### src/rtl/accel_pkg.sv
// Shared types and default widths for the accumulator datapath.
package accel_pkg;

  localparam int DATA_WIDTH_DEF = 8;
  localparam int ACC_WIDTH_DEF  = 20;
  localparam int CNT_WIDTH_DEF  = 8;

  // Default-width signed accumulator; modules re-declare at their own width.
  typedef logic signed [ACC_WIDTH_DEF-1:0] acc_t;

  typedef enum logic {
    ACCUM = 1'b0,
    HOLD  = 1'b1
  } acc_state_e;

endpackage

### src/rtl/full_adder.sv
// Single-bit full adder cell.
module full_adder (
  input  logic a,
  input  logic b,
  input  logic cin,
  output logic s,
  output logic cout
);

  assign s    = a ^ b ^ cin;
  assign cout = (a & b) | (cin & (a ^ b));

endmodule

### src/rtl/ripple_carry_adder.sv
// Ripple-carry adder; also exposes the carry into the MSB for signed overflow.
module ripple_carry_adder #(
  parameter int WIDTH = 20
) (
  input  logic [WIDTH-1:0] a,
  input  logic [WIDTH-1:0] b,
  input  logic             carry_in,
  output logic [WIDTH-1:0] sum,
  output logic             carry_msb_in,
  output logic             carry_out
);

  logic [WIDTH:0] c;

  assign c[0] = carry_in;

  for (genvar i = 0; i < WIDTH; i++) begin : g_bit
    full_adder u_fa (
      .a    (a[i]),
      .b    (b[i]),
      .cin  (c[i]),
      .s    (sum[i]),
      .cout (c[i+1])
    );
  end

  assign carry_msb_in = c[WIDTH-1];
  assign carry_out    = c[WIDTH];

endmodule

### src/rtl/stream_accumulator.sv
// Packet accumulator: sums signed beats, emits sum/count/overflow per packet.
module stream_accumulator
  import accel_pkg::*;
#(
  parameter int DATA_WIDTH = DATA_WIDTH_DEF,
  parameter int ACC_WIDTH  = ACC_WIDTH_DEF,
  parameter int CNT_WIDTH  = CNT_WIDTH_DEF
) (
  input  logic                  clk,
  input  logic                  rst_n,
  input  logic                  in_valid,
  output logic                  in_ready,
  input  logic [DATA_WIDTH-1:0] in_data,
  input  logic                  in_last,
  output logic                  out_valid,
  input  logic                  out_ready,
  output logic [ACC_WIDTH-1:0]  out_data,
  output logic [CNT_WIDTH-1:0]  out_count,
  output logic                  out_ovf
);

  typedef logic signed [ACC_WIDTH-1:0] sacc_t;

  acc_state_e            state_q, state_d;
  sacc_t                 acc_q, acc_d;
  sacc_t                 out_data_q, out_data_d;
  logic [CNT_WIDTH-1:0]  cnt_q, cnt_d, out_cnt_q, out_cnt_d, cnt_inc;
  logic                  ovf_q, ovf_d, out_ovf_q, out_ovf_d;

  sacc_t                 operand;
  logic [ACC_WIDTH-1:0]  sum;
  logic                  c_msb_in, c_out, beat_ovf;
  logic                  fire_in, fire_out;

  assign out_valid = (state_q == HOLD);
  // Result slot frees up in the same cycle it drains, so packets pipeline.
  assign in_ready  = !out_valid || out_ready;
  assign fire_in   = in_valid && in_ready;
  assign fire_out  = out_valid && out_ready;

  assign out_data  = out_data_q;
  assign out_count = out_cnt_q;
  assign out_ovf   = out_ovf_q;

  assign operand  = ACC_WIDTH'($signed(in_data));
  assign beat_ovf = c_msb_in ^ c_out;
  assign cnt_inc  = (&cnt_q) ? cnt_q : cnt_q + CNT_WIDTH'(1);

  ripple_carry_adder #(.WIDTH(ACC_WIDTH)) u_add (
    .a            (acc_q),
    .b            (operand),
    .carry_in     (1'b0),
    .sum          (sum),
    .carry_msb_in (c_msb_in),
    .carry_out    (c_out)
  );

  // Next-state: drain result, then fold in an accepted beat (last beat reloads output).
  always_comb begin
    state_d    = state_q;
    acc_d      = acc_q;
    cnt_d      = cnt_q;
    ovf_d      = ovf_q;
    out_data_d = out_data_q;
    out_cnt_d  = out_cnt_q;
    out_ovf_d  = out_ovf_q;
    if (fire_out) state_d = ACCUM;
    if (fire_in) begin
      if (in_last) begin
        out_data_d = sacc_t'(sum);
        out_cnt_d  = cnt_inc;
        out_ovf_d  = ovf_q | beat_ovf;
        acc_d      = '0;
        cnt_d      = '0;
        ovf_d      = 1'b0;
        state_d    = HOLD;
      end else begin
        acc_d = sacc_t'(sum);
        cnt_d = cnt_inc;
        ovf_d = ovf_q | beat_ovf;
      end
    end
  end

  // State and datapath registers.
  always_ff @(posedge clk or negedge rst_n) begin
    if (!rst_n) begin
      state_q    <= ACCUM;
      acc_q      <= '0;
      cnt_q      <= '0;
      ovf_q      <= 1'b0;
      out_data_q <= '0;
      out_cnt_q  <= '0;
      out_ovf_q  <= 1'b0;
    end else begin
      state_q    <= state_d;
      acc_q      <= acc_d;
      cnt_q      <= cnt_d;
      ovf_q      <= ovf_d;
      out_data_q <= out_data_d;
      out_cnt_q  <= out_cnt_d;
      out_ovf_q  <= out_ovf_d;
    end
  end

endmodule

### config.mk
export PLATFORM = sky130hd
export DESIGN_NAME = stream_accumulator
export DESIGN_NICKNAME = d
export VERILOG_FILES = /design/src/rtl/accel_pkg.sv /design/src/rtl/full_adder.sv /design/src/rtl/ripple_carry_adder.sv /design/src/rtl/stream_accumulator.sv
export SDC_FILE = /design/constraint.sdc
export NUM_CORES = 1
export LEC_CHECK = 0
export CAP_MARGIN = 25
export CELL_PAD_IN_SITES_DETAIL_PLACEMENT = 0
export CELL_PAD_IN_SITES_GLOBAL_PLACEMENT = 1
export CORE_MARGIN = 2
export CORE_UTILIZATION = 42
export DETAILED_ROUTE_END_ITERATION = 8
export GPL_TIMING_DRIVEN = 1
export MAX_ROUTING_LAYER = met4
export PLACE_DENSITY = 0.8
export SLEW_MARGIN = 20
export SYNTH_ARGS = -nofsm -noshare
export SYNTH_HDL_FRONTEND = slang
export SYNTH_HIERARCHICAL = 1
export SYNTH_SLANG_ARGS = --single-unit
### constraint.sdc
create_clock -name clk -period 9.35 [get_ports clk]
set_input_delay 1.87 -clock clk [delete_from_list [all_inputs] [get_ports clk]]
set_output_delay 1.87 -clock clk [all_outputs]
set_load 0.01 [all_outputs]
==> results of run 1 <==
-- cells by family after synthesis --
| logic type | Yosys count |
|---|---|
| and+or+nand+nor | 163 |
| DFF | 59 |
| AOI/OAI and AO/OA | 27 |
| adders and majority gates | 21 |
| buffers and inverters | 17 |
| xor gates and xnor gates | 6 |
| other | 1 |
| muxes | 1 |
-- power breakdown --
group / internal [mW] / total [mW] / switching, mW / leakage, nW
Sequential: 0.344 / 0.413 / 0.0690 / 0.753
Clock: 0.163 / 0.268 / 0.105 / 0.119
Combinational: 0.206 / 0.384 / 0.178 / 0.856
-- registers in the layout, summed over array words and instances, names as in the netlist --
name       flops
out_count      8
out_data      20
acc_q         20
out_ovf        1
cnt_q          8
out_valid      1
ovf_q          1
-- cell type report --
type / count / area (µm²) / area share
Inverter: 1 / 3.75 / 0.00101
Clock buffer: 11 / 151 / 0.0407
Clock inverter: 5 / 75.1 / 0.0202
Multi-Input combinational cell: 219 / 1420 / 0.382
Sequential cell: 59 / 1480 / 0.397
Timing Repair Buffer: 49 / 473 / 0.127
Tap cell: 96 / 120 / 0.0323
-- layout by cell type (no fill, tap or decap), types with 2 or more instances in the layout --
cell type and instances:
xor2_1 2, nor2_1 13, buf_4 5, clkbuf_8 11, xnor2_1 3, bufinv_16 2, and4_2 2, fa_2 20
dfrtp_1 59, o21ai_0 5, o211ai_1 2, nand3_1 24, a31oi_1 2, a21oi_1 9, clkinv_2 3, nand2_1 113
clkdlybuf4s50_1 41
-- layer usage --
metal | part of all wire | track usage | vias to the layer above
met5 | 0 | - | -
met4 | 0.017 | 0.0671 | 0
met3 | 0.041 | 0.0566 | 10
met2 | 0.50 | 0.296 | 56
met1 | 0.44 | 0.234 | 1095
li1 | - | - | 1049
-- worst max-delay path, delay by kind of cell --
kind | cells | cell delay, ps
adder cells (fa/ha/maj) | 19 | 6700
XOR/XNOR | 1 | 190
AO/OA/AOI/OAI | 1 | 120
AND/OR/NAND/NOR | 1 | 50
buffers and inverters | 1 | 430
-- how the worst max path moves through the flow --
| stage | slack, ps | start | depth (start not counted) | end |
|---|---|---|---|---|
| 4_1_cts | 60 | in_data[0] | 24 | ovf_q |
| 6_report | 200 | in_data[1] | 23 | ovf_q |
| 3_5_place_dp | -650 | in_data[0] | 24 | ovf_q |
| 5_1_grt | 60 | in_data[1] | 23 | ovf_q |
| 2_1_floorplan | 20 | in_data[0] | 23 | out_ovf |
| 3_3_place_gp | -590 | in_data[0] | 24 | ovf_q |
-- what timing repair did --
item | in CTS | in global routing
pin swaps | 0 | 3
gates resized for setup | 5 | 3
setup buffers | 1 | 0
setup endpoints to repair | 4 | 3
-- through the flow --
| stage | setup slack [ps] | utilization | cell area (µm²) |
|---|---|---|---|
| 6_report | 205 | 0.548 | 3720 |
| 5_1_grt | 64.7 | 0.548 | 3720 |
| 4_1_cts | 59.0 | 0.545 | 3700 |
| 3_5_place_dp | -647 | 0.509 | 3460 |
| 3_3_place_gp | -588 | 0.509 | 3460 |
| 2_1_floorplan | 23.1 | - | 2980 |
==> run metrics, run 1 <==
status complete, no violations; Fillers 616; Die Span Y 87.6 µm; routed len/inst 14.3 µm; Syn Inst Count 295; top-area cell type share of the netlist area 0.503; worst path cell trace clkdlybuf4s50_1 -> fa_2 -> fa_2 -> fa_2 -> fa_2 -> fa_2 -> fa_2 -> fa_2 -> fa_2 -> fa_2 -> fa_2 -> fa_2 -> fa_2 -> fa_2 -> fa_2 -> fa_2 -> fa_2 -> fa_2 -> fa_2 -> fa_2 -> xor2_2 -> a21oi_1 -> nor2_1; # port buffers 43; antenna cells 0; WS Path Type in -> reg; hold depth 2; area of the mapped netlist 0.00293 mm²; RSZ-0062 raised after global routing false; clock-pin slew on the worst setup and hold paths 70 ps; Fmax 109 MHz; Vias/cell 5.02; Hold WS 475 ps; internal reg-to-reg setup slack 1370 ps; Hold EP out_data[4]; synthesized flop and latch total 59; cts hold-fix bufs 0; initial DRC count 87; crit end category register; Hold WC Path Type reg -> reg; static leakage 1.73 nW; skew final 8.04 ps; cell mode on critical path fa_2; Post-Layout Cell Count 440; pin count of the biggest net entering global routing 60; DP Wirelength 4020 µm; mux cell area share after synthesis 0.00341; Die Width 87.6 µm; Bufs on Longest Clock Path 2; cell taking the most area after synthesis dfrtp_1; total grt overflow 0; initial antenna violation count 0; FP Rows 30; Starting Density 0.432; worst skew pair latency 350 ps; CTS buffer count 9; first-pass GRT wire length 10600 µm; Vias 2210; layout cells sized above 1 0.151; Syn-to-layout area delta 26.8%; slowest cell on the critical path clkdlybuf4s50_1; Top Ports 44; CTS sink count 59; CP arrival 9360 ps; commonest cells in the netlist nand2_1, dfrtp_1, nand3_1; worst-path maximum fanout 2; sequential fraction of the synthesis area 0.503; CP Launch Type primary input; number of flops mapped to enable cells by yosys 0; vias in the first global route 2156; worst r2r src acc_q[0]; worst endpoint required time 9570 ps; mean instance size in the synthesized netlist 9.95 µm²; Synthesis Warnings 6; Core Region 0.00679 mm²; full die area 0.00767 mm²; htree depth 3; synth top area cells dfrtp_1, nand2_1, fa_1; GPL Wtd Cong 0.768; Netlist cell types 40; Worst slew margin 0.463; CTS tree built; CP peak stage delay 430 ps; Worst Tran Pin Value 805 ps; post-route ant nets 0; Tmin final 9150 ps; part of the cycle the worst path needs 0.978; post-synthesis async set-or-reset flop share 1.00; Post-Synth Simple-Gate Area 0.240; gr usage total 0.189; DRT Pass-1 Iters 4; max_cap viols 0; Synth Area in XOR/XNOR 0.0179; Max Slew Vio Count 0; most frequent cell after synthesis nand2_1; Peak VDD IR 0.000159 V; Pwr Total 1.06 mW; Synthesized Nets 329; PD cells 286 mW/mm²; Final setup viols 0; post-synthesis compound-gate area fraction 0.0606; Synth Flop Type dfrtp_1; Final Hold Viols 0; R2R depth 23; root buffer cell clkbuf_8; DRC 0; final setup TNS 0 ps; dpl cells 422; routed wire length 6290 µm; worst r2r dst ovf_q; largest family of logic cells by synthesized area simple AND/OR/NAND/NOR gates; HP Start out_data[4]; Final #Nets 373; post-synthesis adder-cell area fraction 0.141
Power figures use the tool's default switching activity.
==> run 2, diff against run 1 <==
--- a/config.mk
+++ b/config.mk
@@ -10,6 +10,7 @@
 export CELL_PAD_IN_SITES_GLOBAL_PLACEMENT = 1
 export CORE_MARGIN = 2
 export CORE_UTILIZATION = 42
+export CTS_BUF_LIST = sky130_fd_sc_hd__clkbuf_16
 export DETAILED_ROUTE_END_ITERATION = 8
 export GPL_TIMING_DRIVEN = 1
 export MAX_ROUTING_LAYER = met4
==> run metrics, run 2 (synthesized netlist as in run 1, its figures left out) <==
crit end category register; worst r2r dst ovf_q; most frequent cells in the layout nand2_1, dfrtp_1, clkdlybuf4s50_1; CTS tree built; placed cell areas 0.00346 mm²; CTS buffer count 9; FP Rows 30; routed wire length 6400 µm; CP startpoint in_data[1]; clock-pin slew on the worst setup and hold paths 50 ps; skew final 4.25 ps; Peak VDD IR 0.000148 V; Worst slew margin 0.471; # port buffers 43; Top Ports 44; Bufs on Longest Clock Path 2; Tmin final 9180 ps; cts hold-fix bufs 0; Final Hold Viols 0; initial DRC count 94; first-pass GRT wire length 10700 µm; routed len/inst 14.5 µm; worst skew pair latency 320 ps; post-route ant nets 0; Final #Nets 373; CTS sink count 59; Vias 2174; vias in the first global route 2152; Final setup viols 0; Starting Density 0.432; Hold WS 471 ps; worst-path maximum fanout 2; gr usage total 0.191; worst r2r src acc_q[0]; commonest non-fill, non-tap cell in the layout nand2_1; GPL Wtd Cong 0.768; Max Slew Vio Count 0; layout cells sized above 1 0.145; max_cap viols 0; Core Region 0.00679 mm²; Die Span Y 87.6 µm; final setup TNS 0 ps; final setup margin 169 ps; Worst Tran Pin Value 792 ps; static leakage 1.76 nW; antenna cells 0; DRT Pass-1 Iters 6; Syn-to-layout area delta 29.6%; post-route cell area 0.00380 mm²; full die area 0.00767 mm²; status complete, no violations; initial antenna violation count 0; internal reg-to-reg setup slack 1360 ps; root buffer cell clkbuf_16; R2R depth 23; total grt overflow 0; CP arrival 9370 ps; Hold WC Path Type reg -> reg; Fmax 109 MHz; part of the cycle the worst path needs 0.982; Vias/cell 4.94; worst endpoint required time 9540 ps; DP Wirelength 4020 µm; DRC 0; DP Worst Slack -647 ps; Critical Path End ovf_q; htree depth 3; WS Path Type in -> reg; PD cells 301 mW/mm²; Die Width 87.6 µm; RSZ-0062 raised after global routing false; pin count of the biggest net entering global routing 60; CP Launch Type primary input
-- run 2: cell types whose count changed in the layout (fill, tap and decap cells not counted) --
cell       change
clkbuf_16      +9
clkinv_1       +2
clkbuf_8      -11
-- run 2: critical path, cell delays in order --
cell             delay (ps)
clkdlybuf4s50_1         430
fa_2                    370
fa_2                    340
fa_2                    350
fa_2                    350
fa_2                    340
fa_2                    350
fa_2                    350
fa_2                    350
fa_2                    350
fa_2                    340
fa_2                    350
fa_2                    360
fa_2                    350
fa_2                    360
fa_2                    350
fa_2                    350
fa_2                    350
fa_2                    380
fa_2                    370
xor2_2                  190
a21oi_1                 120
nor2_1                   50
-- run 2: layer usage --
| metal | GRT usage | part of all wire | routed length [µm] |
|---|---|---|---|
| met3 | 0.0603 | 0.038 | 243 |
| met4 | 0.0643 | 0.0098 | 63 |
| met1 | 0.240 | 0.45 | 2870 |
| met5 | - | 0 | 0 |
| met2 | 0.296 | 0.50 | 3220 |
-- run 2: timing repair --
action,in CTS,in global routing
buffers inserted,1,0
endpoints found under the setup margin,4,3
pin swaps,0,3
gates resized for setup,5,3
-- run 2: final cells by class --
class	count	area [µm²]
Clock buffer	9	225
Multi-Input combinational cell	219	1420
Tap cell	96	120
Timing Repair Buffer	49	473
Inverter	1	3.75
Fill cell	615	2990
Sequential cell	59	1480
Clock inverter	7	82.6
-- run 2: where the power goes --
group / leakage [nW] / switching, mW / internal, mW
combinational: 0.856 / 0.179 / 0.207
sequential: 0.753 / 0.0699 / 0.344
clock: 0.154 / 0.114 / 0.230
-- run 2: per-stage QoR --
| stage | std cells | power, mW | utilization |
|---|---|---|---|
| final | 440 | 1.14 | 0.559 |
| after global routing | 440 | 1.23 | 0.559 |
| after CTS | 439 | 1.15 | 0.557 |
| after detailed placement | 422 | 0.796 | 0.509 |
| after global placement | 422 | 0.787 | 0.509 |
| after floorplan | 295 | 0.623 | - |
-- run 2: worst min path at each step --
stage / endpoint / slack [ps] / start / cells past startpoint
global placement: out_count[2] / 460 / out_count[2] / 2
detailed placement: out_data[4] / 460 / out_data[4] / 2
CTS: out_data[4] / 470 / out_data[4] / 2
finish: out_data[4] / 470 / out_data[4] / 2
floorplan: ovf_q / 460 / ovf_q / 2
global route: out_data[4] / 500 / out_data[4] / 2
